**config.mk**
```make
export PLATFORM = sky130hd
export DESIGN_NAME = dmem_responder_flat
export DESIGN_NICKNAME = d
export VERILOG_FILES = /design/src/rtl/dmem_responder_pkg.sv /design/src/rtl/dmem_responder_if.sv /design/src/rtl/dmem_responder_bus_timer.sv /design/src/rtl/dmem_responder.sv /design/src/flat_wrapper.sv
export SDC_FILE = /design/constraint.sdc
export NUM_CORES = 1
export LEC_CHECK = 0
export BUFFER_PORTS_ARGS = -buffer_cell sky130_fd_sc_hd__buf_4
export CELL_PAD_IN_SITES_DETAIL_PLACEMENT = 1
export CELL_PAD_IN_SITES_GLOBAL_PLACEMENT = 2
export CORE_ASPECT_RATIO = 0.7
export CORE_MARGIN = 5
export CORE_UTILIZATION = 32
export DETAILED_ROUTE_END_ITERATION = 8
export PLACE_DENSITY = 0.87
export REMOVE_ABC_BUFFERS = 1
export SLEW_MARGIN = 30
export SYNTH_ARGS = -nofsm -noshare
export SYNTH_HDL_FRONTEND = slang
export SYNTH_SLANG_ARGS = --single-unit
```
**constraint.sdc**
```tcl
create_clock -name i_clk -period 2.65 [get_ports i_clk]
set_input_delay 0.53 -clock i_clk [delete_from_list [all_inputs] [get_ports i_clk]]
set_output_delay 0.53 -clock i_clk [all_outputs]
set_load 0.03 [all_outputs]
```
**src/rtl/dmem_responder_pkg.sv**
```systemverilog
// Shared widths and build defaults for the CPU data-memory responder.
package dmem_responder_pkg;

  localparam int unsigned AddrW = 32;
  localparam int unsigned DataW = 32;
  localparam int unsigned BeW   = DataW / 8;

  // Build defaults: posted writes on, bus timeout of 255 request cycles.
  localparam bit          DmemPostedWr = 1'b1;
  localparam int unsigned DmemTimeout  = 255;

  // Counter width for a given timeout; a disabled timeout (0) still needs one bit.
  function automatic int unsigned timer_width(input int unsigned timeout);
    return (timeout == 0) ? 1 : $clog2(timeout + 1);
  endfunction

endpackage

```
**src/rtl/dmem_responder_if.sv**
```systemverilog
// Registered req/ack system bus between the data-memory responder and the bus fabric.
interface dmem_responder_if;
  import dmem_responder_pkg::*;

  logic             req;
  logic [AddrW-1:0] addr;
  logic [BeW-1:0]   we;
  logic [DataW-1:0] wdata;
  logic             ack;
  logic [DataW-1:0] rdata;

  modport master (output req, addr, we, wdata, input ack, rdata);
  modport slave  (input req, addr, we, wdata, output ack, rdata);

endinterface

```
**src/rtl/dmem_responder_bus_timer.sv**
```systemverilog
// Request-cycle counter with a single-cycle timeout pulse on the last allowed cycle.
module dmem_responder_bus_timer
  import dmem_responder_pkg::*;
#(
  parameter int unsigned TIMEOUT = DmemTimeout
) (
  input  logic i_clk,
  input  logic i_rst_n,
  input  logic i_en,
  input  logic i_clr,
  output logic o_timeout
);

  localparam int unsigned     Width = timer_width(TIMEOUT);
  localparam logic [Width-1:0] Last = Width'((TIMEOUT == 0) ? 0 : TIMEOUT - 1);

  logic [Width-1:0] cnt_q, cnt_d;

  always_comb begin
    cnt_d = cnt_q;
    if (i_clr) begin
      cnt_d = '0;
    end else if (i_en) begin
      cnt_d = cnt_q + Width'(1);
    end
  end

  always_ff @(posedge i_clk or negedge i_rst_n) begin
    if (!i_rst_n) begin
      cnt_q <= '0;
    end else begin
      cnt_q <= cnt_d;
    end
  end

  assign o_timeout = (TIMEOUT != 0) && i_en && (cnt_q == Last);

endmodule

```
**src/rtl/dmem_responder.sv**
```systemverilog
// Target side of the CPU data port: runs each access on the req/ack bus, with an optional
// one-entry posted-write buffer and a bus timeout.
module dmem_responder
  import dmem_responder_pkg::*;
#(
  parameter bit          POSTED_WR = DmemPostedWr,
  parameter int unsigned TIMEOUT   = DmemTimeout
) (
  input  logic             i_clk,
  input  logic             i_rst_n,
  input  logic             i_cpu_ce,
  input  logic [AddrW-1:0] i_addr,
  input  logic [BeW-1:0]   i_we,
  input  logic             i_rd,
  input  logic [DataW-1:0] i_wdata,
  output logic [DataW-1:0] o_rdata,
  output logic             o_valid,
  dmem_responder_if.master bus,
  output logic             o_bus_err
);

  typedef enum logic [1:0] {StIdle, StBus, StHold, StDrain} state_e;

  state_e           state_q, state_d;
  logic             req_q, req_d;
  logic [AddrW-1:0] addr_q, addr_d;
  logic [BeW-1:0]   we_q, we_d;
  logic [DataW-1:0] wdata_q, wdata_d;
  logic [DataW-1:0] rdata_q, rdata_d;
  logic             err_q, err_d;

  logic is_write, is_read, is_access;
  logic issue_bus, issue_post;
  logic timeout, done, timer_clr;

  assign is_write  = |i_we;
  assign is_read   = i_rd & ~is_write;
  assign is_access = i_rd | is_write;

  // Reads and unposted writes stall the CPU, so they issue regardless of i_cpu_ce.
  assign issue_bus  = is_read | (is_write & ~POSTED_WR);
  assign issue_post = is_write & POSTED_WR & i_cpu_ce;

  // A timeout completes the transfer exactly like an ack, but with zero data.
  assign done      = req_q & (bus.ack | timeout);
  assign timer_clr = done;

  dmem_responder_bus_timer #(
    .TIMEOUT (TIMEOUT)
  ) u_bus_timer (
    .i_clk     (i_clk),
    .i_rst_n   (i_rst_n),
    .i_en      (req_q),
    .i_clr     (timer_clr),
    .o_timeout (timeout)
  );

  always_comb begin
    state_d = state_q;
    req_d   = req_q;
    addr_d  = addr_q;
    we_d    = we_q;
    wdata_d = wdata_q;
    rdata_d = rdata_q;
    err_d   = err_q;
    o_valid = 1'b0;

    unique case (state_q)
      StIdle: begin
        o_valid = ~is_access | (is_write & POSTED_WR);
        if (issue_bus || issue_post) begin
          req_d   = 1'b1;
          addr_d  = i_addr;
          we_d    = is_write ? i_we : '0;
          wdata_d = i_wdata;
          state_d = issue_bus ? StBus : StDrain;
        end
      end
      StBus: begin
        if (done) begin
          req_d   = 1'b0;
          rdata_d = (bus.ack && (we_q == '0)) ? bus.rdata : '0;
          err_d   = err_q | ~bus.ack;
          state_d = StHold;
        end
      end
      StHold: begin
        o_valid = 1'b1;
        if (i_cpu_ce) begin
          state_d = StIdle;
        end
      end
      StDrain: begin
        o_valid = ~is_access;
        if (done) begin
          req_d   = 1'b0;
          err_d   = err_q | ~bus.ack;
          state_d = StIdle;
        end
      end
      default: state_d = StIdle;
    endcase
  end

  always_ff @(posedge i_clk or negedge i_rst_n) begin
    if (!i_rst_n) begin
      state_q <= StIdle;
      req_q   <= 1'b0;
      addr_q  <= '0;
      we_q    <= '0;
      wdata_q <= '0;
      rdata_q <= '0;
      err_q   <= 1'b0;
    end else begin
      state_q <= state_d;
      req_q   <= req_d;
      addr_q  <= addr_d;
      we_q    <= we_d;
      wdata_q <= wdata_d;
      rdata_q <= rdata_d;
      err_q   <= err_d;
    end
  end

  assign o_rdata   = (state_q == StHold) ? rdata_q : '0;
  assign o_bus_err = err_q;
  assign bus.req   = req_q;
  assign bus.addr  = addr_q;
  assign bus.we    = we_q;
  assign bus.wdata = wdata_q;

endmodule

```
**src/flat_wrapper.sv**
```systemverilog
// flat-port wrapper written by rule: the top's interface ports become plain ports
module dmem_responder_flat import dmem_responder_pkg::*;
#(
  parameter bit          POSTED_WR = DmemPostedWr,
  parameter int unsigned TIMEOUT   = DmemTimeout
)
  (i_clk, i_rst_n, i_cpu_ce, i_addr, i_we, i_rd, i_wdata, o_rdata, o_valid, o_bus_err, bus_req, bus_addr, bus_we, bus_wdata, bus_ack, bus_rdata);
  dmem_responder_if bus_i ();
  input  logic i_clk;
  input  logic i_rst_n;
  input  logic i_cpu_ce;
  input  logic [AddrW-1:0] i_addr;
  input  logic [BeW-1:0] i_we;
  input  logic i_rd;
  input  logic [DataW-1:0] i_wdata;
  output logic [DataW-1:0] o_rdata;
  output logic o_valid;
  output logic o_bus_err;
  output wire logic [$bits(bus_i.req)-1:0] bus_req;
  output wire logic [$bits(bus_i.addr)-1:0] bus_addr;
  output wire logic [$bits(bus_i.we)-1:0] bus_we;
  output wire logic [$bits(bus_i.wdata)-1:0] bus_wdata;
  input wire logic [$bits(bus_i.ack)-1:0] bus_ack;
  input wire logic [$bits(bus_i.rdata)-1:0] bus_rdata;
  assign bus_req = bus_i.req;
  assign bus_addr = bus_i.addr;
  assign bus_we = bus_i.we;
  assign bus_wdata = bus_i.wdata;
  assign bus_i.ack = bus_ack;
  assign bus_i.rdata = bus_rdata;
  dmem_responder #(.POSTED_WR(POSTED_WR), .TIMEOUT(TIMEOUT)) u_core (.i_clk(i_clk), .i_rst_n(i_rst_n), .i_cpu_ce(i_cpu_ce), .i_addr(i_addr), .i_we(i_we), .i_rd(i_rd), .i_wdata(i_wdata), .o_rdata(o_rdata), .o_valid(o_valid), .bus(bus_i), .o_bus_err(o_bus_err));
endmodule
```
### Word-level counts from Yosys, hierarchy flattened

Cells that the tools add are included.
Widths: inputs -> output; s select.

* add/subtract/negate cells: 1
* $mul: 0
* div/mod/pow operators: 0
* $lt $le $gt $ge: 0
* equal/unequal tests: 9
* shift-type cells: 0
* mux-type cells: 15
* bitwise gates (word level): 10
* reduce and logical (&&, ||, !) cells: 14

Operators by type and width (count)
* $mux 32: 2
* $mux 8: 2
* $mux 2: 5
* $add 8x1->8 const B: 1
* $eq 8x8->1 const B: 1
* $ne 2x1->1 const B: 4
* $pmux 2 s4: 1
* $reduce_and 2->1: 3
* $eq 2x2->1 const B: 2
* $logic_not 4->1: 1
* $mux 4: 1
* $or 1x1->1: 4
* $reduce_and 4->1: 1
* $reduce_bool 2->1: 2
* $reduce_or 4->1: 1
* $and 1x1->1: 3
* $not 1->1: 3
* $pmux 1 s3: 1
* $reduce_and 3->1: 1
* $eq 2x1->1 const B: 1
* $logic_and 1x1->1: 2
* $logic_not 2->1: 1
* $mux 1: 2
* $ne 2x2->1 const B: 1
* other kinds (3): 3

* bits in registers: 112
* latch bits: 0
* memory bits (writable): 0
* bits in read-only memories: 0
* word-level logic and storage cells: 57
* memories kept: 0

### Longest topological paths before layout

Gate-level depths: netlist of the first run.

* depth after elaboration: 6
* mapped depth: 7
* gate-level depth less buffers: 6

### Cells and area by module

Synthesis of the first run repeated with hierarchy kept, for this count alone.

* cell total of the unflattened synthesis: 319
* area total of the unflattened synthesis: 4566.9 µm²

By module, submodules not included
* dmem_responder: instances 1, cells each 278, area each 4155.2 µm², sequential area each 2602.5 µm²
* dmem_responder_bus_timer: instances 1, cells each 41, area each 411.6 µm², sequential area each 200.2 µm²

### Worst setup path after synthesis of the first run

Ideal clock, no wire load.

* kind: input port to output port
* start: input i_we[2]
* end: output o_valid
* arrival: 1.508 ns
* setup slack: 0.612 ns
* stages: 3
* path buffers: 0
* cells stage by stage: or4_1 o21ai_0 o21a_1

* word-level cells in the longest chain between the ends: 5

Ends and longest elaborated chain
* from (decl): line flat_wrapper.sv:13 `input logic [BeW-1:0] i_we;`
* $reduce_or 4->1 *: line dmem_responder.sv:36 `assign is_write = |i_we;`
* $or 1x1->1: line dmem_responder.sv:38 `assign is_access = i_rd | is_write;`
* $not 1->1: line dmem_responder.sv:70, dmem_responder.sv:94
* $or 1x1->1: line dmem_responder.sv:70 `o_valid = ~is_access | (is_write & POSTED_WR);`
* $pmux 1 s3 *: line dmem_responder.sv:68 `unique case (state_q)`
* to (decl): line flat_wrapper.sv:17 `output logic o_valid;`

Every way passes the cells marked *; elsewhere a longest branch is shown, timed or not.

### Final worst setup path of the first run

* start: register u_core.state_q[1]
* end: output o_rdata[28]

* word-level cells in the longest chain between the ends: 2

Ends and longest elaborated chain
* from (decl): line dmem_responder.sv:24 `state_e state_q, state_d;`
* from (signal assigned): line dmem_responder.sv:107 `state_q <= StIdle;`
* from (signal assigned): line dmem_responder.sv:115 `state_q <= state_d;`
* $eq 2x2->1: line dmem_responder.sv:125 `assign o_rdata = (state_q == StHold) ? rdata_q : '0;`
* $mux 32: line dmem_responder.sv:125
* to (decl): line flat_wrapper.sv:16 `output logic [DataW-1:0] o_rdata;`

Every way passes these cells.

==> results of run 1 <==
## metal layers
metal	global-route usage, %	part of all wire (%)	up-vias
met3	5.93	7.6	5
met4	1.94	0.52	0
met2	25.3	49	109
li1	-	-	1558
met1	19.0	43	1695
met5	0	0	-
## state kept, by name, summed over array words and instances, names as in the netlist
register and flops:
u_core.bus.we 4, u_core.bus.wdata 32, u_core.rdata_q 32, u_core.o_bus_err 1
u_core.u_bus_timer.cnt_q 8, u_core.state_q 2, u_core.bus.req 1, u_core.bus.addr 32
## metrics by stage
stage	setup WS [ps]	cells	power [mW]	instance area [um2]	TNS, ps
global placement	402	709	6.99	6390	0
global route	245	725	8.90	6700	0
floorplan	-1040	304	5.46	4510	-71330
detailed placement	357	709	7.13	6390	0
CTS	365	725	8.57	6700	0
finish	392	725	8.42	6700	0
## cell type report
class	instances	area, um2	share of cell area (%)
clock inverter	5	65.1	0.971
clock buffer	11	243	3.62
sequential	112	2800	41.8
tap	190	238	3.55
inverter	1	3.75	0.0560
multi-input combinational	191	1710	25.5
timing repair buffer	215	1640	24.5
## Yosys cell counts (all sizes together) (3+ instances only)
cell type,n
and2,33
nor2,8
buf,10
a22o,32
a21oi,3
o21ai,6
nand2,11
dfrtp,112
mux2,70
nor4,3
clkbuf,8
## logic make-up (layout without fill, tap and decap cells)
| kind of cell | Yosys count | in the layout | share of synthesized area (%) |
|---|---|---|---|
| adders and majority gates | 2 | 2 | 0.540 |
| and+or+nand+nor | 68 | 68 | 8.51 |
| AOI/OAI and AO/OA | 48 | 48 | 8.51 |
| DFF | 112 | 112 | 60.5 |
| muxes | 70 | 70 | 18.6 |
| buffers and inverters | 19 | 232 | 2.75 |
| xor gates and xnor gates | 3 | 3 | 0.567 |
## how the worst max path moves through the flow
stage,start,endpoint,slack (ps)
2_1_floorplan,i_we[2],u_core.bus.addr[0],-1040
3_5_place_dp,i_we[2],u_core.bus.wdata[5],360
3_3_place_gp,i_we[2],o_valid,400
4_1_cts,u_core.state_q[1],o_rdata[28],360
6_report,u_core.state_q[1],o_rdata[28],390
5_1_grt,u_core.state_q[1],o_rdata[9],250
## power breakdown
group	leakage, nW	internal [mW]	switching [mW]	total [mW]
Clock	0.150	0.768	0.615	1.38
Combinational	1.72	1.80	2.21	4.01
Sequential	1.40	2.51	0.521	3.03
Total	3.26	5.08	3.34	8.42
## cells in the final DEF (no fill, tap or decap), types with 2 or more instances in the layout
| master | synthesis | layout |
|---|---|---|
| nand4_1 | 2 | 2 |
| clkinv_4 | 0 | 3 |
| clkbuf_16 | 0 | 9 |
| mux2_4 | 20 | 20 |
| xnor2_1 | 2 | 2 |
| ha_1 | 2 | 2 |
| a21o_1 | 2 | 2 |
| and2_1 | 33 | 33 |
| mux2_2 | 39 | 39 |
| dfrtp_1 | 112 | 112 |
| a22o_1 | 32 | 32 |
| nor2b_1 | 2 | 2 |
| buf_12 | 0 | 2 |
| nand2_1 | 11 | 11 |
| nor2_1 | 8 | 8 |
| o21ai_0 | 5 | 5 |
| buf_4 | 0 | 213 |
| a21oi_1 | 3 | 3 |
| mux2_1 | 11 | 11 |
| or3_1 | 2 | 2 |
==> run_results.csv, run 1 <==
group,metric,value,unit
synthesis,synth.avg_cell_area,14.4,um2
synthesis,ys_seq_elements,112,
global_route,gr-total-overflow,0,
floorplanning,start_util,33.0,%
sta,final_hold_viol_count,0,
sta,hold_slack,206,ps
sta,period_minus_slack,2260,ps
setup_path,critical_path_required,2120,ps
global_route,grt_pass1_wl,20900,um
setup_path,slowest_stage,"dfrtp_1",
global_route,antenna_found_initial,0,
clocking,cts_root_buffer,"clkbuf_16",
synthesis,synth_top_area_share,60.5,%
synthesis,synth_top_cell_by_area,"dfrtp_1",
drt,drc,0,
global_route,grt_start_max_net_pins,55,
synthesis,synthArstFlopShare,100,%
drt,first_pass_iters,6,
setup_path,crit_cells,4,
setup_path,path_class,"flip-flop to output port",
place,dpl.hpwl,9950,um
sta,rsz0062_at_grt,"no",
clocking,post-cts-setup-buffers,0,
synthesis,syn_area,4630,um2
job,drv_cap,0,
drt,wl_per_cell,18.1,um
clocking,hold_buffers,0,
drt,ant_nets,0,
finish,fillCellCount,1503,
setup_path,path_cells,"nor2b_1 > buf_4 > and2_1 > buf_4",
setup_path,path_max_fanout,32,
finish,antenna_cells,0,
finish,drive_above_1_share,54.8,%
setup_path,cp.arrival,1730,ps
clocking,ctsResizeCount,0,
sta,slew_violations,0,
clocking,clk_pin_slew_worst_paths,70,ps
clocking,clockBufferDepth,2,
synthesis,synth_edf_count,0,
drt,drtIter0Drc,145,
power,p_leak,3.26,nW
synthesis,ys.warnings.count,0,
floorplanning,die_y,111,um
setup_path,path_delay_family,"flip-flops",
drt,vias,3367,
sta,tightest_slew,621,ps
global_route,grt_usage,15.1,%
clocking,clock-sinks,112,
floorplanning,dieArea,17000,um2
setup_path,rr_worst_depth,6,
sta,relSlewSlack,58.6,%
setup_path,r2r_end,"u_core.state_q[0]",
floorplanning,pin_count,208,
setup_path,crit_top_cell,"buf_4",
power,peakVddDrop,593,uV
setup_path,max_stage_delay,550,ps
finish,area_delta_synth_final,44.7,%
sta,fin_crit_sh,85.2,%
setup_path,r2r-start,"u_core.u_bus_timer.cnt_q[0]",
drt,routed_via_density,4.64,
place,gp_congestion,0.757,
synthesis,ys.flop_type,"dfrtp_1",
clocking,cts_tree,"built",
synthesis,yosys.cell_types.count,36,
setup_path,start_kind,"flip-flop",
clocking,insertion_delay,350,ps
setup_path,path_buf_inv,2,
setup_path,setup.worst_path.end_class,"output port",
synthesis,synthCells,322,
setup_path,rrSetupSlack,830,ps
clocking,numCtsBuffers,9,
finish,final_nets,637,
hold_path,hp-class,"input port to async pin",
synthesis,synthTopCellsByArea,"dfrtp_1 60%, mux2_2 9.5%, mux2_4 6.5%, a22o_1 6.0%, and2_1 4.5%",
sta,setup-violations-final,0,
floorplanning,coreArea,14100,um2
global_route,grt_pass1_vias,3822,
sta,fmax,0.443,GHz
sta,skew,9.80,ps
drt,wl,13100,um
finish,final_util,47.7,%
floorplanning,row_count,36,
floorplanning,fp.dieW,154,um
run_status,outcome,"finished, final reports clean",
synthesis,ys_seq_area_share,60.5,%
place,io_buffer_count,207,
power,powerDensity,1260,nW/um2
clocking,htreeDepth,3,
Power figures use the tool's default switching activity.
==> run 2, diff against run 1 <==
--- a/config.mk
+++ b/config.mk
@@ -12,7 +12,7 @@
 export CORE_MARGIN = 5
 export CORE_UTILIZATION = 32
 export DETAILED_ROUTE_END_ITERATION = 8
-export PLACE_DENSITY = 0.87
+export PLACE_DENSITY = 0.84
 export REMOVE_ABC_BUFFERS = 1
 export SLEW_MARGIN = 30
 export SYNTH_ARGS = -nofsm -noshare
==> constraint.sdc (replaced) <==
create_clock -name i_clk -period 2.65 [get_ports i_clk]
set_input_delay 0.6625 -clock i_clk [delete_from_list [all_inputs] [get_ports i_clk]]
set_output_delay 0.6625 -clock i_clk [all_outputs]
set_load 0.03 [all_outputs]
==> run_results.csv, run 2 (same netlist as run 1, synthesis figures left out) <==
group,metric,value,unit
sta,tightest_slew,498,ps
setup_path,setup.worst_path.end_class,"output port",
finish,final_nets,636,
global_route,gr-total-overflow,0,
finish,drive_above_1_share,54.9,%
setup_path,start_kind,"input port",
floorplanning,die_y,111,um
drt,wl,13200,um
clocking,numCtsBuffers,9,
place,io_buffer_count,207,
drt,wl_per_cell,18.2,um
clocking,insertion_delay,350,ps
clocking,cts_root_buffer,"clkbuf_16",
clocking,clk_pin_slew_worst_paths,70,ps
place,gp_congestion,0.752,
finish,final_design_area_no_fill,6690,um2
sta,setup-violations-final,0,
finish,layout_commonest_cell,"buf_4",
setup_path,rrSetupSlack,850,ps
global_route,antenna_found_initial,0,
power,total_power,8.42,mW
clocking,post-cts-setup-buffers,0,
sta,final_hold_viol_count,0,
power,peakVddDrop,490,uV
job,drv_cap,0,
floorplanning,coreArea,14100,um2
floorplanning,fp.dieW,154,um
power,powerDensity,1260,nW/um2
run_status,outcome,"finished, final reports clean",
drt,routed_via_density,4.67,
hold_path,hp-class,"input port to async pin",
clocking,htreeDepth,3,
drt,drc,0,
global_route,grt_pass1_vias,3703,
setup_path,path_max_fanout,3,
floorplanning,start_util,33.0,%
global_route,grt_start_max_net_pins,70,
finish,antenna_cells,0,
sta,slew_violations,0,
sta,skew,7.48,ps
setup_path,cp.arrival,1820,ps
floorplanning,row_count,36,
place,post_dp_cell_area,6390,um2
clocking,hold_buffers,0,
place,dpl.hpwl,9820,um
drt,first_pass_iters,4,
sta,relSlewSlack,66.6,%
sta,fmax,0.403,GHz
power,p_leak,3.26,nW
clocking,clock-sinks,112,
floorplanning,dieArea,17000,um2
sta,fin_crit_sh,93.6,%
sta,period_minus_slack,2480,ps
drt,vias,3383,
finish,area_delta_synth_final,44.4,%
setup_path,critical_path_required,1990,ps
drt,ant_nets,0,
drt,drtIter0Drc,193,
sta,rsz0062_at_grt,"no",
finish,final_cell_mix,"212 x buf_4, 112 x dfrtp_1, 39 x mux2_2",
setup_path,path_class,"input port to output port",
clocking,clockBufferDepth,2,
floorplanning,pin_count,208,
global_route,grt_usage,15.4,%
clocking,cts_tree,"built",
global_route,grt_pass1_wl,21200,um
clocking,ctsResizeCount,0,
run 2: routing by layer:
| metal | track usage, % | routed length, um | vias up | share of wire [%] |
|---|---|---|---|---|
| li1 | - | - | 1562 | - |
| met1 | 19.5 | 5780 | 1692 | 44 |
| met2 | 25.1 | 6360 | 112 | 48 |
| met3 | 5.27 | 822 | 17 | 6.2 |
| met4 | 4.76 | 244 | 0 | 1.8 |
| met5 | 0 | 0 | - | 0 |
run 2: worst paths after layout:
check | startpoint | to | cells past startpoint
min in group i_clk | u_core.o_bus_err | u_core.o_bus_err | 1
worst min register to register | u_core.o_bus_err | u_core.o_bus_err | 1
worst min-delay path | i_rst_n | u_core.rdata_q[31] | 1
worst max-delay path | i_we[2] | o_valid | 5
worst max register to register | u_core.bus.we[1] | u_core.rdata_q[28] | 4
max in group asynchronous | i_rst_n | u_core.bus.addr[11] | 2
run 2: critical path, cell delays in order:
cell	delay, ps
buf_4	130
or4_1	540
o21ai_0	180
o21a_1	150
buf_4	160
run 2: layout make-up:
type / count / area [um2]
clock buffers: 9 / 225
clock inverters: 7 / 76.3
fillers: 1508 / 7360
inverters: 1 / 3.75
multi-input cells: 191 / 1710
flip-flops and latches: 112 / 2800
well taps: 190 / 238
repair buffers: 214 / 1630
run 2: stage by stage:
stage	TNS [ps]	worst slack (ps)	cells	utilization [%]	hold slack, ps
floorplan	-82520	-1170	304	-	367
global placement	0	160	708	45.5	443
detailed placement	0	159	708	45.5	456
CTS	0	173	724	47.6	263
global route	0	146	724	47.6	280
finish	0	170	724	47.6	255
run 2: power breakdown:
group / total, mW / leakage [nW] / switching, mW / internal (mW)
Clock: 1.38 / 0.148 / 0.640 / 0.744
Combinational: 4.02 / 1.71 / 2.22 / 1.80
Sequential: 3.02 / 1.40 / 0.512 / 2.50
Total: 8.42 / 3.26 / 3.37 / 5.05
